`src/rtl/icache_refill_unit_if.sv`:
```
// Fetch-side bus bundle for the instruction-cache refill unit: PC request,
// instruction return, cache lookup/write port and byte-wide memory read port.
interface icache_refill_unit_if;
  logic        req_valid;
  logic        req_ready;
  logic [31:0] req_addr;

  logic        inst_valid;
  logic [31:0] inst;
  logic [31:0] inst_addr;

  logic [31:0] cache_addr;
  logic        cache_hit;
  logic [31:0] cache_res;
  logic        cache_we;
  logic [31:0] cache_data;

  logic        mem_req_valid;
  logic        mem_req_ready;
  logic [31:0] mem_req_addr;
  logic        mem_resp_valid;
  logic [7:0]  mem_resp_data;

  // master: the refill unit itself
  modport master (
    input  req_valid, req_addr, cache_hit, cache_res,
           mem_req_ready, mem_resp_valid, mem_resp_data,
    output req_ready, inst_valid, inst, inst_addr,
           cache_addr, cache_we, cache_data, mem_req_valid, mem_req_addr
  );

  // slave: fetch stage, cache array and memory controller around it
  modport slave (
    output req_valid, req_addr, cache_hit, cache_res,
           mem_req_ready, mem_resp_valid, mem_resp_data,
    input  req_ready, inst_valid, inst, inst_addr,
           cache_addr, cache_we, cache_data, mem_req_valid, mem_req_addr
  );
endinterface

```
`src/rtl/icache_refill_unit.sv`:
```
// Instruction-cache fetch client: 1-cycle hits, byte-serial little-endian refill
// from memory on a miss, write-back into the cache and delivery of the word.
module icache_refill_unit #(
  parameter int unsigned MAX_OUTSTANDING = 4
) (
  input  logic clk_in,
  input  logic rst_in,
  input  logic rdy_in,
  input  logic flush,
  icache_refill_unit_if.master bus
);

  typedef enum logic [1:0] {IDLE, FETCH, WRITE} state_t;

  localparam logic [2:0] MAX_OUT = 3'(MAX_OUTSTANDING);

  state_t      state;
  logic [31:0] miss_addr;
  logic [31:0] word;
  logic [2:0]  issue_cnt;
  logic [2:0]  recv_cnt;
  logic        squash;
  logic        inst_valid_q;
  logic [31:0] inst_q;
  logic [31:0] inst_addr_q;

  logic [31:0] req_aligned;
  logic [2:0]  in_flight;
  logic        accept;
  logic        issue_ok;
  logic        mem_fire;
  logic        resp_fire;

  assign req_aligned = {bus.req_addr[31:2], 2'b00};
  assign in_flight   = issue_cnt - recv_cnt;
  assign accept      = (state == IDLE) && rdy_in && !flush && bus.req_valid;
  assign issue_ok    = (state == FETCH) && (issue_cnt < 3'd4) && (in_flight < MAX_OUT);
  assign mem_fire    = issue_ok && rdy_in && bus.mem_req_ready;
  assign resp_fire   = (state == FETCH) && rdy_in && bus.mem_resp_valid && (recv_cnt < 3'd4);

  // req_ready already folds in flush and freeze so a handshake always means acceptance
  assign bus.req_ready     = (state == IDLE) && rdy_in && !flush;
  assign bus.cache_addr    = (state == IDLE) ? req_aligned : miss_addr;
  assign bus.cache_we      = (state == WRITE) && rdy_in;
  assign bus.cache_data    = word;
  assign bus.mem_req_valid = issue_ok && rdy_in;
  assign bus.mem_req_addr  = miss_addr + 32'(issue_cnt);
  assign bus.inst_valid    = inst_valid_q;
  assign bus.inst          = inst_q;
  assign bus.inst_addr     = inst_addr_q;

  always_ff @(posedge clk_in or negedge rst_in) begin
    if (!rst_in) begin
      state        <= IDLE;
      miss_addr    <= '0;
      word         <= '0;
      issue_cnt    <= '0;
      recv_cnt     <= '0;
      squash       <= 1'b0;
      inst_valid_q <= 1'b0;
      inst_q       <= '0;
      inst_addr_q  <= '0;
    end else if (rdy_in) begin
      inst_valid_q <= 1'b0;
      case (state)
        IDLE: begin
          if (accept) begin
            if (bus.cache_hit) begin
              inst_valid_q <= 1'b1;
              inst_q       <= bus.cache_res;
              inst_addr_q  <= req_aligned;
            end else begin
              miss_addr <= req_aligned;
              issue_cnt <= '0;
              recv_cnt  <= '0;
              squash    <= 1'b0;
              state     <= FETCH;
            end
          end
        end
        FETCH: begin
          if (mem_fire) issue_cnt <= issue_cnt + 3'd1;
          // a redirect only suppresses delivery; the refill runs to completion
          if (flush) squash <= 1'b1;
          if (resp_fire) begin
            word[{recv_cnt[1:0], 3'b000} +: 8] <= bus.mem_resp_data;
            recv_cnt <= recv_cnt + 3'd1;
            if (recv_cnt == 3'd3) state <= WRITE;
          end
        end
        WRITE: begin
          if (!squash && !flush) begin
            inst_valid_q <= 1'b1;
            inst_q       <= word;
            inst_addr_q  <= miss_addr;
          end
          state <= IDLE;
        end
        default: state <= IDLE;
      endcase
    end
  end

  // a byte response must always correspond to an outstanding request
  resp_has_request: assert property (@(posedge clk_in) disable iff (!rst_in)
    (rdy_in && bus.mem_resp_valid) |-> (state == FETCH && recv_cnt < issue_cnt));

endmodule

```
`src/flat_wrapper.sv`:
```
// flat-port wrapper written by rule: the top's interface ports become plain ports
module icache_refill_unit_flat 
#(
  parameter int unsigned MAX_OUTSTANDING = 4
)
  (clk_in, rst_in, rdy_in, flush, bus_req_valid, bus_req_addr, bus_cache_hit, bus_cache_res, bus_mem_req_ready, bus_mem_resp_valid, bus_mem_resp_data, bus_req_ready, bus_inst_valid, bus_inst, bus_inst_addr, bus_cache_addr, bus_cache_we, bus_cache_data, bus_mem_req_valid, bus_mem_req_addr);
  icache_refill_unit_if bus_i ();
  input  logic clk_in;
  input  logic rst_in;
  input  logic rdy_in;
  input  logic flush;
  input wire logic [$bits(bus_i.req_valid)-1:0] bus_req_valid;
  input wire logic [$bits(bus_i.req_addr)-1:0] bus_req_addr;
  input wire logic [$bits(bus_i.cache_hit)-1:0] bus_cache_hit;
  input wire logic [$bits(bus_i.cache_res)-1:0] bus_cache_res;
  input wire logic [$bits(bus_i.mem_req_ready)-1:0] bus_mem_req_ready;
  input wire logic [$bits(bus_i.mem_resp_valid)-1:0] bus_mem_resp_valid;
  input wire logic [$bits(bus_i.mem_resp_data)-1:0] bus_mem_resp_data;
  output wire logic [$bits(bus_i.req_ready)-1:0] bus_req_ready;
  output wire logic [$bits(bus_i.inst_valid)-1:0] bus_inst_valid;
  output wire logic [$bits(bus_i.inst)-1:0] bus_inst;
  output wire logic [$bits(bus_i.inst_addr)-1:0] bus_inst_addr;
  output wire logic [$bits(bus_i.cache_addr)-1:0] bus_cache_addr;
  output wire logic [$bits(bus_i.cache_we)-1:0] bus_cache_we;
  output wire logic [$bits(bus_i.cache_data)-1:0] bus_cache_data;
  output wire logic [$bits(bus_i.mem_req_valid)-1:0] bus_mem_req_valid;
  output wire logic [$bits(bus_i.mem_req_addr)-1:0] bus_mem_req_addr;
  assign bus_i.req_valid = bus_req_valid;
  assign bus_i.req_addr = bus_req_addr;
  assign bus_i.cache_hit = bus_cache_hit;
  assign bus_i.cache_res = bus_cache_res;
  assign bus_i.mem_req_ready = bus_mem_req_ready;
  assign bus_i.mem_resp_valid = bus_mem_resp_valid;
  assign bus_i.mem_resp_data = bus_mem_resp_data;
  assign bus_req_ready = bus_i.req_ready;
  assign bus_inst_valid = bus_i.inst_valid;
  assign bus_inst = bus_i.inst;
  assign bus_inst_addr = bus_i.inst_addr;
  assign bus_cache_addr = bus_i.cache_addr;
  assign bus_cache_we = bus_i.cache_we;
  assign bus_cache_data = bus_i.cache_data;
  assign bus_mem_req_valid = bus_i.mem_req_valid;
  assign bus_mem_req_addr = bus_i.mem_req_addr;
  icache_refill_unit #(.MAX_OUTSTANDING(MAX_OUTSTANDING)) u_core (.clk_in(clk_in), .rst_in(rst_in), .rdy_in(rdy_in), .flush(flush), .bus(bus_i));
endmodule
```
`config.mk`:
```
export PLATFORM = sky130hd
export DESIGN_NAME = icache_refill_unit_flat
export DESIGN_NICKNAME = d
export VERILOG_FILES = /design/src/rtl/icache_refill_unit_if.sv /design/src/rtl/icache_refill_unit.sv /design/src/flat_wrapper.sv
export SDC_FILE = /design/constraint.sdc
export NUM_CORES = 1
export LEC_CHECK = 0
export BUFFER_PORTS_ARGS = -buffer_cell sky130_fd_sc_hd__buf_2
export CAP_MARGIN = 0
export CORE_MARGIN = 1.5
export CORE_UTILIZATION = 38
export DETAILED_ROUTE_END_ITERATION = 8
export PLACE_DENSITY = 0.67
export SLEW_MARGIN = 30
export SYNTH_ARGS = -nofsm -noshare
export SYNTH_HDL_FRONTEND = slang
export SYNTH_SLANG_ARGS = --single-unit
export TNS_END_PERCENT = 50
```
`constraint.sdc`:
```
create_clock -name clk_in -period 3.2 [get_ports clk_in]
set_input_delay 0.64 -clock clk_in [delete_from_list [all_inputs] [get_ports clk_in]]
set_output_delay 0.64 -clock clk_in [all_outputs]
set_load 0.02 [all_outputs]
```
==> flow_summary_export.csv <==
group,metric,value,unit
cts,clock_sinks,134,
grt,grt_pass1_vias,5245,
synth,synthTopCellsByArea,"dfrtp_1 48%, mux2i_1 9.2%, nand2_1 7.8%",
power_and_ir_drop,p_per_area,1010,nW/um^2
grt,antenna_found_initial,0,
floorplanning,die_x,138,um
power_and_ir_drop,swShare,42.0,%
floorplanning,coreArea,17900,sq um
route,drtIter0Drc,243,
place,place_worst_setup_slack,0.311,ns
sta,period_minus_slack,3.05,ns
cts,cts_max_path_buffers,2,
sta,fmax,0.328,GHz
place,port_buffers,237,
synth,synth_top_area_share,48.3,%
synth,synthFlopType,"dfrtp_1",
final_layout,layout-drive-gt1-share,39.9,%
cts,htree_levels,4,
synth,synth.distinct_cells,42,
synth,ys_warn_count,0,
grt,grt.total_usage,19.4,%
critical_path,timing.critical_path.buf_inv,2,
route,route.vias.total,5542,
final_layout,final_cell_area,8940,sq um
critical_path,criticalPathCategory,"reg -> out",
route,dr.pass1.iters,6,
place,post-dp-hpwl,13300,um
cts,hold_buffers,0,
power_and_ir_drop,pwr-share-clk,22.7,%
critical_path,r2r-start,"u_core.state[1]",
sta,hold_slack,0.201,ns
place,place_congestion,0.847,
sta,setup_viol,0,
synth,ys_seq_elements,134,
critical_path,cpPeakStageDelay,0.42,ns
power_and_ir_drop,power.switching,3.81,mW
place,dpl_cell_area,8280,sq um
route,wl_per_cell,16.3,um
critical_path,crit_chain,"ha_4 -> ha_2 -> and4_4 -> nand3_2 -> nor3_2 -> buf_4 -> nand3_1 -> xnor2_1 -> buf_2",
grt,grt_max_degree,73,
critical_path,r2r-end,"u_core.bus.inst[7]",
sta,slew_headroom,43.5,%
final_layout,nets,975,
status,outcome,"completed",
synth,yosysSeqAreaShare,48.3,%
worst_hold_path,hold_class,"in -> async",
critical_path,startpoint_type,"flip-flop",
final_layout,layout_commonest_cell,"buf_2",
critical_path,crit_fanout,4,
final_layout,layout_common_cells,"236 x buf_2, 144 x nand2_1, 133 x dfrtp_1",
critical_path,arrival,2.41,ns
synth,synth-edff-count,0,
cts,cts_root_buf,"clkbuf_16",
run,maxCapViolations,0,
floorplanning,rows,49,
power_and_ir_drop,total_power,9.06,mW
critical_path,r2r_slack,0.91,ns
route,drt_drc_violations_left,0,
power_and_ir_drop,pwr-share-seq,33.7,%
route,avgViaCountPerCell,4.92,
floorplanning,dieArea,19100,sq um
sta,hold_viol,0,
sta,tightest_slew,0.846,ns
final_layout,area_growth,28.9,%
grt,grt-ovfl-total,0,
power_and_ir_drop,ir_drop,0.000459,V
sta,drv_slew,0,
critical_path,crit_family,"simple AND/OR/NAND/NOR gates",
synth,syn-mean-instance-area,10.6,sq um
sta,totalNegativeSetupSlack,0,ns
synth,synth_area,6940,sq um
critical_path,cp.required,2.56,ns
synth,synthCells,656,
floorplanning,die_h,138,um
critical_path,slowest_stage,"dfrtp_1",
cts,cts_made_buffers,17,
cts,cts_tree,"yes",
route,wl,18400,um
final_layout,diodes,0,
cts,path_clk_slew,0.06,ns
route,ant_nets,0,
power_and_ir_drop,power_leakage,4.36,nW
grt,grt_pass1_wl,29400,um
floorplanning,start_util,38.7,%
power_and_ir_drop,intPower,5.25,mW
sta,post-route-period-util,95.3,%
sta,fin_skew,0.00829,ns
synth,synth.largest_area_cell,"dfrtp_1",
power_and_ir_drop,p_comb_share,43.6,%
sta,fin_ws,0.149,ns
synth,synth_async_sr_flop_share,100,%
critical_path,reg2reg_depth,5,
critical_path,cp-end-kind,"output pin",
cts,insertion_delay,0.42,ns
floorplanning,boundaryPins,244,
-- metal layers --
metal  wire length [um]  global-route usage [%]  vias to the layer above
li1                   -                       -                     2713
met1               8540                    26.5                     2667
met2               8750                    30.7                      132
met3                633                    3.53                       30
met4                474                    7.65                        0
met5                  0                       0                        -
-- per-stage QoR --
stage | util [%] | std cells
5_1_grt | 49.9 | 1126
3_5_place_dp | 46.3 | 1093
3_3_place_gp | 46.3 | 1093
4_1_cts | 49.8 | 1125
2_1_floorplan | - | 659
6_report | 49.9 | 1126
-- flip-flops by register name, summed over array words and instances (netlist names) --
register and cells:
u_core.bus.cache_data 32, u_core.bus.inst 32, u_core.bus.inst_addr 30, u_core.bus.inst_valid 1, u_core.issue_cnt 3, u_core.miss_addr 30
u_core.recv_cnt 3, u_core.squash 1, u_core.state 2
-- cell type report --
cell class / instances / area [sq um]
Fill cell: 1690 / 8960
Tap cell: 229 / 287
Clock inverter: 13 / 169
Clock buffer: 19 / 453
Inverter: 10 / 37.5
Timing Repair Buffer: 249 / 1320
Multi-Input combinational cell: 472 / 3320
Sequential cell: 134 / 3350
-- power groups by stage --
stage          logic [mW]  clock network [mW]  registers (mW)
2_1_floorplan        2.16                   0            3.44
3_3_place_gp         3.93                   0            3.04
3_5_place_dp         3.97                   0            3.06
4_1_cts              3.98                2.09            3.04
5_1_grt              4.26                2.17            3.16
6_report             3.95                2.05            3.05
-- Yosys cell counts (8+ instances only) --
library cell / number
nand2_1: 144
dfrtp_1: 134
mux2i_1: 64
o21ai_1: 52
o21ai_0: 45
mux2_2: 35
mux2_4: 26
xnor2_1: 25
buf_2: 14
nand3_1: 12
ha_1: 11
buf_6: 10
inv_1: 9
nand4_1: 8
-- how the worst max path moves through the flow --
stage	from	end	slack (ns)	cells after the start
finish	u_core.miss_addr[2]	bus_mem_req_addr[28]	0.15	9
global route	u_core.miss_addr[2]	bus_mem_req_addr[28]	-0.005	9
CTS	u_core.issue_cnt[2]	bus_mem_req_addr[28]	0.009	9
detailed placement	u_core.issue_cnt[2]	bus_mem_req_addr[28]	0.31	9
global placement	u_core.issue_cnt[2]	bus_mem_req_addr[28]	0.33	9
floorplan	u_core.issue_cnt[2]	bus_mem_req_addr[26]	0.48	7
-- what timing repair did --
item / in CTS / in global routing
buffers inserted: 0 / 1
endpoints found under the hold margin: 0 / 0
gates resized for setup: 4 / 4
endpoints found under the setup margin: 4 / 4
cloned: 0 / 0
-- cells by family after synthesis --
family                     share of synthesized area [%]
buffers and inverters                               4.64
other                                             0.0541
DFF                                                 48.3
xor gates and xnor gates                            3.66
adders and majority gates                           1.98
muxes                                               20.5
AOI/OAI and AO/OA                                   7.92
and+or+nand+nor                                     12.9
No activity file was read; power rests on OpenSTA's default activity.
